`src/rtl/aurora_pkg.sv`:
```
// Shared types and constants for the Aurora TX path.
// State encoding and arbitration mode values.
package aurora_pkg;

   typedef logic [1:0] state_t;

   localparam state_t ST_IDLE  = 2'd0;
   localparam state_t ST_GNT0  = 2'd1;
   localparam state_t ST_GNT1  = 2'd2;
   localparam state_t ST_FLUSH = 2'd3;

   localparam logic [1:0] MODE_HOST = 2'd0;
   localparam logic [1:0] MODE_LOOP = 2'd1;
   localparam logic [1:0] MODE_RR   = 2'd2;
   localparam logic [1:0] MODE_OFF  = 2'd3;

endpackage

```
`src/rtl/aurora_tx_arb.sv`:
```
// Packet-boundary arbiter for the shared Aurora TX stream.
// Optional statistics counters: AURORA_TX_ARB_STATS_EN.
module aurora_tx_arb
   import aurora_pkg::*;
#(
   parameter int DATA_WIDTH = 32
) (
   input  logic                  m_axis_aclk,
   input  logic                  m_axis_aresetn,
   input  logic                  s0_axis_tvalid,
   input  logic [DATA_WIDTH-1:0] s0_axis_tdata,
   input  logic                  s0_axis_tlast,
   output logic                  s0_axis_tready,
   input  logic                  s1_axis_tvalid,
   input  logic [DATA_WIDTH-1:0] s1_axis_tdata,
   input  logic                  s1_axis_tlast,
   output logic                  s1_axis_tready,
   output logic                  m_axis_tvalid,
   output logic [DATA_WIDTH-1:0] m_axis_tdata,
   output logic                  m_axis_tlast,
   input  logic                  m_axis_tready,
   input  logic [1:0]            mode,
   input  logic                  channel_up,
   output logic [1:0]            grant,
   output logic                  flushing,
   output logic [31:0]           pkt_cnt0,
   output logic [31:0]           pkt_cnt1,
   output logic [31:0]           flush_cnt
);

   state_t state;
   state_t state_nxt;
   logic   last;
   logic   last_nxt;
   logic   flush_src;
   logic   flush_src_nxt;

   // Next-state decode and combinational stream routing.
   always_comb begin
      state_nxt      = state;
      last_nxt       = last;
      flush_src_nxt  = flush_src;
      m_axis_tvalid  = 1'b0;
      m_axis_tdata   = '0;
      m_axis_tlast   = 1'b0;
      s0_axis_tready = 1'b0;
      s1_axis_tready = 1'b0;
      grant          = 2'b00;
      flushing       = 1'b0;
      unique case (state)
         ST_IDLE: begin
            if (channel_up) begin
               unique case (mode)
                  MODE_HOST: if (s0_axis_tvalid) state_nxt = ST_GNT0;
                  MODE_LOOP: if (s1_axis_tvalid) state_nxt = ST_GNT1;
                  MODE_RR: begin
                     if (s0_axis_tvalid && s1_axis_tvalid)
                        state_nxt = last ? ST_GNT0 : ST_GNT1;
                     else if (s0_axis_tvalid)
                        state_nxt = ST_GNT0;
                     else if (s1_axis_tvalid)
                        state_nxt = ST_GNT1;
                  end
                  default: state_nxt = ST_IDLE;
               endcase
            end
         end
         ST_GNT0: begin
            grant = 2'b01;
            if (!channel_up) begin
               state_nxt     = ST_FLUSH;
               flush_src_nxt = 1'b0;
            end else begin
               m_axis_tvalid  = s0_axis_tvalid;
               m_axis_tdata   = s0_axis_tdata;
               m_axis_tlast   = s0_axis_tlast;
               s0_axis_tready = m_axis_tready;
               if (s0_axis_tvalid && m_axis_tready && s0_axis_tlast) begin
                  state_nxt = ST_IDLE;
                  last_nxt  = 1'b0;
               end
            end
         end
         ST_GNT1: begin
            grant = 2'b10;
            if (!channel_up) begin
               state_nxt     = ST_FLUSH;
               flush_src_nxt = 1'b1;
            end else begin
               m_axis_tvalid  = s1_axis_tvalid;
               m_axis_tdata   = s1_axis_tdata;
               m_axis_tlast   = s1_axis_tlast;
               s1_axis_tready = m_axis_tready;
               if (s1_axis_tvalid && m_axis_tready && s1_axis_tlast) begin
                  state_nxt = ST_IDLE;
                  last_nxt  = 1'b1;
               end
            end
         end
         ST_FLUSH: begin
            flushing = 1'b1;
            if (!flush_src) begin
               s0_axis_tready = 1'b1;
               if (s0_axis_tvalid && s0_axis_tlast)
                  state_nxt = ST_IDLE;
            end else begin
               s1_axis_tready = 1'b1;
               if (s1_axis_tvalid && s1_axis_tlast)
                  state_nxt = ST_IDLE;
            end
         end
      endcase
   end

   // FSM, round-robin history and flush source registers.
   always_ff @(posedge m_axis_aclk or negedge m_axis_aresetn) begin
      if (!m_axis_aresetn) begin
         state     <= ST_IDLE;
         last      <= 1'b1;
         flush_src <= 1'b0;
      end else begin
         state     <= state_nxt;
         last      <= last_nxt;
         flush_src <= flush_src_nxt;
      end
   end

`ifdef AURORA_TX_ARB_STATS_EN
   logic [31:0] cnt0;
   logic [31:0] cnt1;
   logic [31:0] cntf;
   logic        fwd0;
   logic        fwd1;
   logic        flush_in;

   assign fwd0 = (state == ST_GNT0) && channel_up &&
                 s0_axis_tvalid && m_axis_tready && s0_axis_tlast;
   assign fwd1 = (state == ST_GNT1) && channel_up &&
                 s1_axis_tvalid && m_axis_tready && s1_axis_tlast;
   assign flush_in = ((state == ST_GNT0) || (state == ST_GNT1)) &&
                     !channel_up;

   // Forwarded-frame and flush-entry counters, free-running wrap.
   always_ff @(posedge m_axis_aclk or negedge m_axis_aresetn) begin
      if (!m_axis_aresetn) begin
         cnt0 <= '0;
         cnt1 <= '0;
         cntf <= '0;
      end else begin
         if (fwd0)     cnt0 <= cnt0 + 32'd1;
         if (fwd1)     cnt1 <= cnt1 + 32'd1;
         if (flush_in) cntf <= cntf + 32'd1;
      end
   end

   assign pkt_cnt0  = cnt0;
   assign pkt_cnt1  = cnt1;
   assign flush_cnt = cntf;
`else
   assign pkt_cnt0  = '0;
   assign pkt_cnt1  = '0;
   assign flush_cnt = '0;
`endif

endmodule

```
`config.mk`:
```
export PLATFORM = sky130hd
export DESIGN_NAME = aurora_tx_arb
export DESIGN_NICKNAME = d
export VERILOG_FILES = /design/src/rtl/aurora_pkg.sv /design/src/rtl/aurora_tx_arb.sv
export SDC_FILE = /design/constraint.sdc
export NUM_CORES = 1
export LEC_CHECK = 0
export BUFFER_PORTS_ARGS = -buffer_cell sky130_fd_sc_hd__buf_4
export CAP_MARGIN = 20
export CORE_AREA = 2 2 82 84
export CTS_CLUSTER_DIAMETER = 50
export DETAILED_ROUTE_END_ITERATION = 7
export DIE_AREA = 0 0 84 86
export PLACE_DENSITY = 0.69
export RECOVER_POWER = 100
export SLEW_MARGIN = 20
export SYNTH_ARGS = -nofsm -noshare
export SYNTH_HDL_FRONTEND = slang
export SYNTH_SLANG_ARGS = --single-unit
```
`constraint.sdc`:
```
create_clock -name m_axis_aclk -period 2.4 [get_ports m_axis_aclk]
set_clock_uncertainty 0.2 [all_clocks]
set_input_delay 0.48 -clock m_axis_aclk [delete_from_list [all_inputs] [get_ports m_axis_aclk]]
set_output_delay 0.48 -clock m_axis_aclk [all_outputs]
set_load 0.01 [all_outputs]
```
# After elaboration in Yosys (flattened, before gate mapping)
# Cells that the tools add are included.
# Widths: inputs -> output; s select.
# op_classes
n_addsub	0
mul	0
div	0
magnitude_cmp	0
eq_ne	17
shift	0
mux	39
bitwise	0
n_reduce_logical	13
# ops
op	count
$mux 32	2
$pmux 32 s2	1
$mux 2	13
$ne 3x3->1 const B	5
$mux 1	14
$ne 2x2->1 const B	7
$pmux 1 s2	6
$pmux 2 s4	1
$logic_and 1x1->1	7
$eq 2x2->1 const B	3
$pmux 2 s3	1
$reduce_and 6->1	1
$reduce_and 5->1	1
$eq 2x1->1 const B	2
$logic_not 2->1	2
$pmux 2 s2	1
$reduce_and 3->1	1
$reduce_bool 2->1	1
# word_totals
register_bits	4
latchBits	0
mem_bits_rw	0
mem_bits_ro	0
input_bits	74
mem_count	0

# Logic depth before layout (Yosys ltp)
# Gate-level depths: netlist (run 1).
# depth
word_depth	6
ltp_mapped	8
mapped_depth_nobuf	6

# Worst setup path after synthesis (run 1)
# Ideal clock, no wire load.
# synth_timing
kind	reg2out
start	register state[0]
end	output port m_axis_tdata[10]
arrival_time_ns	1.432
required_ns	1.720
setup_slack_ns	0.288
path_stages_with_launch	8
cell_sequence	dfrtp_1 inv_1 ha_1 and2_1 buf_6 buf_4 a22oi_1 nor2b_1
# synth_via
elab_chain_len	2
word_cells_on_any_way	3
classes_between	eq/ne: 2; mux: 1
# synth_rtl
item	line	text
from (decl)	aurora_tx_arb.sv:31	state_t state;
from (signal assigned)	aurora_tx_arb.sv:122	state <= state_nxt;
$eq 2x2->1 or $eq 2x1->1 (tied branches)	aurora_tx_arb.sv:50	unique case (state)
$pmux 32 s2 *	aurora_tx_arb.sv:50	
to (decl)	aurora_tx_arb.sv:19	output logic [DATA_WIDTH-1:0] m_axis_tdata,
# Mark *: on every way between the ends. The rest lies on a longest branch, timed or not.

# Worst setup path after layout (run 1)
# layout_timing
start	register state[1]
end	output port m_axis_tdata[2]
# The elaborated chain is that of the path after synthesis.

==> impl_metrics.json, run 1 <==
{
  "grt_pass1_vias": 1502,
  "fmax_mhz": 431,
  "final_cell_mix": "115 x buf_4, 96 x conb_1, 34 x nor2b_1",
  "crit_type": "flop to output pin",
  "layout_setup_ws_ns": 0.0823,
  "first_pass_iters": 4,
  "hold_viol": 0,
  "critPathMaxFanout": 9,
  "drt-wirelength-per-cell_um": 13.1,
  "dieArea_sq_um": 7220,
  "final_common_cell": "buf_4",
  "placed_cell_area_sq_um": 2260,
  "place_congestion": 0.852,
  "synth_warnings": 0,
  "fillerInstances": 660,
  "route.vias.total": 1727,
  "fin_area_sq_um": 2370,
  "cp_data_arrival_time_ns": 1.64,
  "grt_pass1_wl_mm": 7.65,
  "fin_cells": 422,
  "use_met3_pct": 3.27,
  "antenna_found_initial": 1,
  "hpwlAfterDp_mm": 4.28,
  "grt_overflow": 0,
  "core_sq_um": 6280,
  "top_usage_layer": "met2",
  "start_util_pct": 27.6,
  "cp-end-kind": "output pin",
  "start_kind": "flop",
  "cts_buffer_depth": 2,
  "ant_nets": 0,
  "pin_count": 209,
  "period_minus_slack_ns": 2.32,
  "cts_tree": "yes",
  "hold_class": "flop to flop",
  "synthCells": 232,
  "place_ws_ns": 0.144,
  "synthTopCellsByArea": "buf_4 43%, a22oi_1 14%, nor2b_1 12%",
  "cp.required_ns": 1.72,
  "io_buffers": 112,
  "ys_ff_latch": 4,
  "synth_area_sq_um": 1730,
  "rsz0062_at_grt": "yes",
  "p_total_mw": 1.94,
  "drt_iter0_drc": 42,
  "setup_viol": 0,
  "yosys.area.top_type": "buf_4",
  "fin_crit_sh_pct": 96.6,
  "path_delay_family": "simple AND/OR/NAND/NOR gates",
  "num_antenna_cells": 0,
  "postSynthAreaPerCell_sq_um": 7.47,
  "p_per_area_nw_per_um2": 817,
  "drive_above_1_share_pct": 38.3,
  "std_cell_rows": 29,
  "critical_path.slowest_cell": "dfrtp_1",
  "path_cells": "inv_1, ha_2, and2_2, a22oi_1, nor2b_1, buf_4",
  "path_buf_inv": 2,
  "grtUsageTotal_pct": 13.1,
  "fin_nets": 424,
  "drc_errors": 0,
  "grt_use_met1_pct": 15.0,
  "multiInputGateArea_sq_um": 1180,
  "ys_seq_area_share_pct": 5.85,
  "clk_pin_slew_worst_paths_ns": 0.03,
  "syn2layout_area_growth_pct": 37.0,
  "cpPeakStageDelay_ns": 0.40,
  "maxCapViolCount": 0,
  "die_h_um": 86,
  "use_met2_pct": 24.0,
  "leakage_nw": 1.24,
  "ys_types": 36,
  "grt_start_max_net_pins": 28,
  "cts_sinks": 4,
  "final-seq-area_sq_um": 103,
  "via_per_inst": 4.09,
  "cts_buffers": 3,
  "ir_drop_v": 0.000480,
  "outcome": "complete, no violations",
  "yosysTopAreaCellShare_pct": 43.3,
  "clock_latency_ns": 0.22,
  "drv_slew": 0,
  "dp_cells": 413,
  "htreeDepth": 1,
  "die_x_um": 84,
  "cts-root-buf": "clkbuf_8",
  "drt-total-wl_mm": 5.52
}
[layout make-up]
type                            instances  share of cell area (%)
Multi-Input combinational cell        212                    49.6
Timing Repair Buffer                  120                    39.3
Sequential cell                         4                    4.32
Tap cell                               77                    4.06
Clock buffer                            4                    1.90
Inverter                                5                   0.791
[Yosys cell counts (all sizes together)]
master	number
buf	105
and3	1
nor4b	1
nor2	4
dfstp	1
nor3b	1
a221oi	1
nand2b	2
a31oi	3
nand2	10
conb	1
a21oi	2
ha	4
inv	5
a22oi	33
nand3	3
a22o	1
clkbuf	3
nor2b	34
or2b	1
a41oi	2
and2	2
and2b	1
o22ai	1
o31ai	1
o21ai	3
mux2i	2
a211o	1
dfrtp	3
[logic make-up (layout without fill, tap and decap cells)]
kind of cell	Yosys count	count (layout)	synth area share, %
buffers and inverters	113	129	48.3
DFF	4	4	5.85
AOI/OAI and AO/OA	48	48	21.2
other	1	96	0.216
muxes	2	2	1.16
and+or+nand+nor	60	62	20.4
adders and majority gates	4	4	2.89
[metal layers]
metal	vias to the layer above	share of wire [%]
met3	8	10
met4	2	1.5
met1	773	37
met2	123	51
li1	821	-
met5	-	0.24
[where the power goes]
group	leakage [nW]	internal, mW	switching [mW]
Clock	0.0228	0.114	0.0399
Combinational	1.17	0.828	0.806
Sequential	0.0455	0.114	0.0395
[stage by stage]
| stage | hold slack [ns] | util (%) | TNS, ns |
|---|---|---|---|
| after global routing | 0.299 | 37.8 | -0.392 |
| after detailed placement | 0.0784 | 36.0 | 0 |
| final | 0.279 | 37.8 | 0 |
| after global placement | 0.0778 | 36.0 | 0 |
| after floorplan | -0.0156 | - | 0 |
| after CTS | 0.284 | 37.2 | 0 |
[tightest hold or removal path: stages (launching register included)]
cell and delay (ns):
dfstp_2 0.37, o31ai_2 0.05, nand2_1 0.05
[sequential cells by signal, indices dropped and copies added (netlist names)]
| signal | count |
|---|---|
| flush_src | 1 |
| last | 1 |
| state | 2 |
[final timing paths]
kind,end,slack (ns),startpoint,cells after the start
min in group asynchronous,flush_src$_DFFE_PN0P_,0.41,m_axis_aresetn,2
setup / recovery,m_axis_tdata[2],0.08,state[1]$_DFFE_PN0P_,6
hold reg to reg,last$_DFFE_PN1P_,0.28,last$_DFFE_PN1P_,2
hold / removal,last$_DFFE_PN1P_,0.28,last$_DFFE_PN1P_,2
setup reg to reg,state[0]$_DFFE_PN0P_,0.42,state[0]$_DFFE_PN0P_,7
max in group asynchronous,last$_DFFE_PN1P_,1.34,m_axis_aresetn,2
[repair_timing]
action                     in CTS  in global routing
hold buffers                    1                  0
buffers inserted                1                  0
pin swaps                       1                  3
hold endpoints to repair        3                  0
resized for setup               2                  5
gates cloned                    1                  2
setup endpoints to repair      32                 35
Note: power is estimated with default switching activity, not from simulation.
==> run 2, diff against run 1 <==
Clock period 2.4 ns to 2.8 ns, I/O delays scaled along.
==> impl_metrics.json, run 2 (synthesis results as in run 1) <==
{
  "grt_start_max_net_pins": 36,
  "hold_path_startpoint": "last$_DFFE_PN1P_",
  "drive_above_1_share_pct": 35.6,
  "maxCapViolCount": 0,
  "leakage_nw": 1.20,
  "antenna_found_initial": 2,
  "fin_nets": 419,
  "reg2reg_from": "state[0]$_DFFE_PN0P_",
  "ir_drop_v": 0.000397,
  "hold_viol": 0,
  "dp_cells": 412,
  "drt-wirelength-per-cell_um": 11.9,
  "period_minus_slack_ns": 2.62,
  "hpwlAfterDp_mm": 4.23,
  "clk_pin_slew_worst_paths_ns": 0.03,
  "cp-end-kind": "output pin",
  "final-seq-area_sq_um": 101,
  "layout_setup_ws_ns": 0.181,
  "die_h_um": 86,
  "syn2layout_area_growth_pct": 32.0,
  "fin_cells": 418,
  "place_congestion": 0.858,
  "die_x_um": 84,
  "outcome": "complete, no violations",
  "fin_crit_sh_pct": 93.5,
  "final_cell_mix": "111 x buf_4, 96 x conb_1, 34 x nor2b_1",
  "grtUsageTotal_pct": 11.7,
  "first_pass_iters": 4,
  "pin_count": 209,
  "p_total_mw": 1.56,
  "place_ws_ns": 0.326,
  "std_cell_rows": 29,
  "p_per_area_nw_per_um2": 682,
  "ant_nets": 0,
  "hold_class": "flop to flop",
  "setup_tns_ns": 0,
  "grt_pass1_wl_mm": 7.08,
  "top_register": "state",
  "via_per_inst": 4.06,
  "htreeDepth": 1,
  "drc_errors": 0,
  "drt-total-wl_mm": 5.00,
  "cts_sinks": 4,
  "cts-root-buf": "clkbuf_8",
  "crit_type": "flop to output pin",
  "tightest_slew_ns": 0.561,
  "cts_buffer_depth": 2,
  "reg_top3": "state: 2 flops, flush_src: 1 flops, last: 1 flops",
  "cts_buffers": 3,
  "critPathLaunch": "state[0]$_DFFE_PN0P_",
  "critPathMaxFanout": 15,
  "final_common_cell": "buf_4",
  "fillerInstances": 677,
  "io_buffers": 112,
  "fmax_mhz": 382,
  "cts_tree": "yes",
  "core_sq_um": 6280,
  "cp_data_arrival_time_ns": 1.86,
  "relSlewSlack_pct": 62.6,
  "largest_register_ffs": 2,
  "start_kind": "flop",
  "rsz0062_at_grt": "no",
  "start_util_pct": 27.6,
  "cp.required_ns": 2.04,
  "grt_overflow": 0,
  "clock_latency_ns": 0.22,
  "grt_pass1_vias": 1494,
  "multiInputGateArea_sq_um": 1150,
  "fin_hold_ws_ns": 0.288,
  "drv_slew": 0,
  "dieArea_sq_um": 7220,
  "setup_viol": 0,
  "drt_iter0_drc": 45,
  "route.vias.total": 1698
}
## run 2: cell count changes in the layout (fill, tap and decap cells not counted)
cell	before	now
and2_1	0	1
buf_4	115	111
a22oi_2	1	0
and2_2	1	0
a22oi_1	31	32
clkbuf_1	2	5
and2_4	3	1
diode_2	0	1
clkbuf_16	1	0
dfrtp_2	1	0
buf_12	1	0
dfrtp_1	2	3
## run 2: worst paths after layout
path	endpoint	slack, ns	cells past startpoint
setup / recovery	m_axis_tdata[11]	0.18	5
hold / removal	last$_DFFE_PN1P_	0.29	2
setup reg to reg	state[0]$_DFFE_PN0P_	0.57	7
hold reg to reg	last$_DFFE_PN1P_	0.29	2
max in group asynchronous	last$_DFFE_PN1P_	1.63	2
min in group asynchronous	flush_src$_DFFE_PN0P_	0.51	2
## run 2: worst max-delay path, stage by stage, from the launching register on
cell and delay [ns]:
dfrtp_1 0.41, inv_1 0.11, ha_1 0.31, clkbuf_1 0.44, nor2b_1 0.23, buf_4 0.14
## run 2: metrics by stage
stage                     area [sq um]  util (%)
final                             2290      36.4
after global routing              2280      36.4
after CTS                         2290      36.5
after detailed placement          2240      35.7
after global placement            2240      35.7
after floorplan                   2090         -
## run 2: power by group
part | total, mW | switching [mW] | internal, mW
clock network | 0.127 | 0.0302 | 0.0973
registers | 0.132 | 0.0363 | 0.0958
logic | 1.30 | 0.666 | 0.635
total | 1.56 | 0.732 | 0.828
## run 2: cell type report
type / count / area share [%]
multi-input cells: 210 / 50.4
repair buffers: 117 / 38.0
flip-flops and latches: 4 / 4.43
well taps: 77 / 4.21
clock buffers: 4 / 1.97
inverters: 5 / 0.821
diodes: 1 / 0.109
## run 2: repair_timing
action,in CTS,in global routing
setup buffers,0,0
endpoints found under the setup margin,0,20
endpoints found under the hold margin,3,0
hold buffers,1,0
gates resized for setup,0,2
## run 2: per-layer routing
layer	part of all wire [%]	routed length (um)	GRT usage, %	vias up
met2	50	2480	21.3	121
met5	0.24	12	0	-
met3	12	587	3.56	8
met4	1.4	68	2.79	2
li1	-	-	-	810
met1	37	1840	13.6	757
==> run 3, diff against run 2 <==
Settings changed: PLACE_DENSITY 0.69 to 0.68.
==> impl_metrics.json, run 3 (synthesis results as in run 1) <==
{
  "outcome": "complete, no violations",
  "grt_pass1_vias": 1421,
  "die_x_um": 84,
  "dp_cells": 411,
  "route.vias.total": 1700,
  "htreeDepth": 1,
  "fin_cells": 416,
  "period_minus_slack_ns": 2.63,
  "start_kind": "flop",
  "reg_top3": "state: 2 flops, flush_src: 1 flops, last: 1 flops",
  "fin_crit_sh_pct": 94.1,
  "dieArea_sq_um": 7220,
  "rsz0062_at_grt": "no",
  "hpwlAfterDp_mm": 4.10,
  "drc_errors": 0,
  "ant_nets": 0,
  "io_buffers": 112,
  "setup_tns_ns": 0,
  "fmax_mhz": 380,
  "maxCapViolCount": 0,
  "leakage_nw": 1.08,
  "post_cts_buffers": 0,
  "final_cell_mix": "96 x conb_1, 82 x buf_4, 34 x nor2b_1",
  "cts_sinks": 4,
  "cts_buffers": 3,
  "cts_buffer_depth": 2,
  "ir_drop_v": 0.000568,
  "top_register": "state",
  "hold_viol": 0,
  "clock_latency_ns": 0.22,
  "fin_hold_ws_ns": 0.292,
  "cp_data_arrival_time_ns": 1.87,
  "cp-end-kind": "output pin",
  "critPathMaxFanout": 12,
  "crit_type": "flop to output pin",
  "final_common_cell": "conb_1",
  "fin_nets": 418,
  "place_congestion": 0.808,
  "cp.required_ns": 2.04,
  "antenna_found_initial": 0,
  "num_antenna_cells": 0,
  "hold_class": "flop to flop",
  "drt_iter0_drc": 44,
  "p_total_mw": 1.49,
  "p_per_area_nw_per_um2": 682,
  "path_cells": "inv_1, ha_2, and2_1, clkbuf_2, a22oi_1, nor2b_1, clkbuf_1",
  "drv_slew": 0,
  "core_sq_um": 6280,
  "layout_setup_ws_ns": 0.165,
  "drive_above_1_share_pct": 27.4,
  "std_cell_rows": 29,
  "grt_overflow": 0,
  "drt-total-wl_mm": 4.79,
  "syn2layout_area_growth_pct": 25.9,
  "grt_start_max_net_pins": 36,
  "first_pass_iters": 4,
  "pin_count": 209,
  "grt_pass1_wl_mm": 6.64,
  "die_h_um": 86,
  "cts_tree": "yes",
  "start_util_pct": 27.6,
  "cts-root-buf": "clkbuf_8",
  "drt-wirelength-per-cell_um": 11.5,
  "critical_path.slowest_cell": "dfrtp_1",
  "grtUsageTotal_pct": 11.0,
  "place_ws_ns": 0.366,
  "via_per_inst": 4.09,
  "largest_register_ffs": 2,
  "setup_viol": 0,
  "clk_pin_slew_worst_paths_ns": 0.03,
  "cpPeakStageDelay_ns": 0.42
}
==> run 3: cell types whose count changed in the layout (fill, tap and decap cells not counted) <==
cell	change
clkbuf_1	+27
diode_2	-1
buf_4	-29
clkbuf_2	+1
buf_12	+1
buf_6	-1
==> run 3: layout make-up <==
cell class	instances	area (sq um)
well taps	77	96.3
flip-flops and latches	4	101
inverters	5	18.8
repair buffers	116	767
multi-input cells	210	1150
clock buffers	4	45.0
fillers	722	4100
==> run 3: report_power, final <==
group	switching, mW	leakage (nW)	internal (mW)
Clock	0.0297	0.0228	0.0972
Sequential	0.0334	0.0465	0.0958
Combinational	0.658	1.01	0.575
Total	0.721	1.08	0.768
==> run 3: metal layers <==
layer / up-vias / GRT usage [%] / share of wire, %
met1: 779 / 12.1 / 37
met2: 114 / 22.5 / 54
li1: 807 / - / -
met4: 0 / 1.76 / 0
met5: - / 0 / 0
met3: 0 / 1.44 / 9.4
==> run 3: worst max-delay path, delay by kind of cell, from the launching register on <==
family	cells	cell delay, ns
buffers and inverters	3	0.57
adders and majority gates	1	0.27
AOI/OAI and AO/OA	1	0.11
DFF	1	0.42
and+or+nand+nor	2	0.29
==> run 3: path summary, 6_finish.rpt <==
check                                      from              endpoint  slack (ns)  cells after the start
hold reg to reg                last$_DFFE_PN1P_      last$_DFFE_PN1P_        0.29                      2
max in group asynchronous        m_axis_aresetn      last$_DFFE_PN1P_        1.64                      2
hold / removal                 last$_DFFE_PN1P_      last$_DFFE_PN1P_        0.29                      2
setup reg to reg           state[0]$_DFFE_PN0P_  state[0]$_DFFE_PN0P_        0.55                      7
min in group asynchronous        m_axis_aresetn  state[0]$_DFFE_PN0P_        0.51                      2
setup / recovery           state[0]$_DFFE_PN0P_      m_axis_tdata[10]        0.17                      7
==> run 3: repair_timing <==
item,4_1_cts,5_1_grt
hold buffers,1,0
setup endpoints to repair,0,6
resized for setup,0,1
endpoints found under the hold margin,3,0
==> run 3: per-stage QoR <==
step / util [%] / instance area [sq um]
final: 34.8 / 2180
after CTS: 36.6 / 2300
after floorplan: - / 2090
after global placement: 35.7 / 2240
after detailed placement: 35.7 / 2240
after global routing: 34.8 / 2180
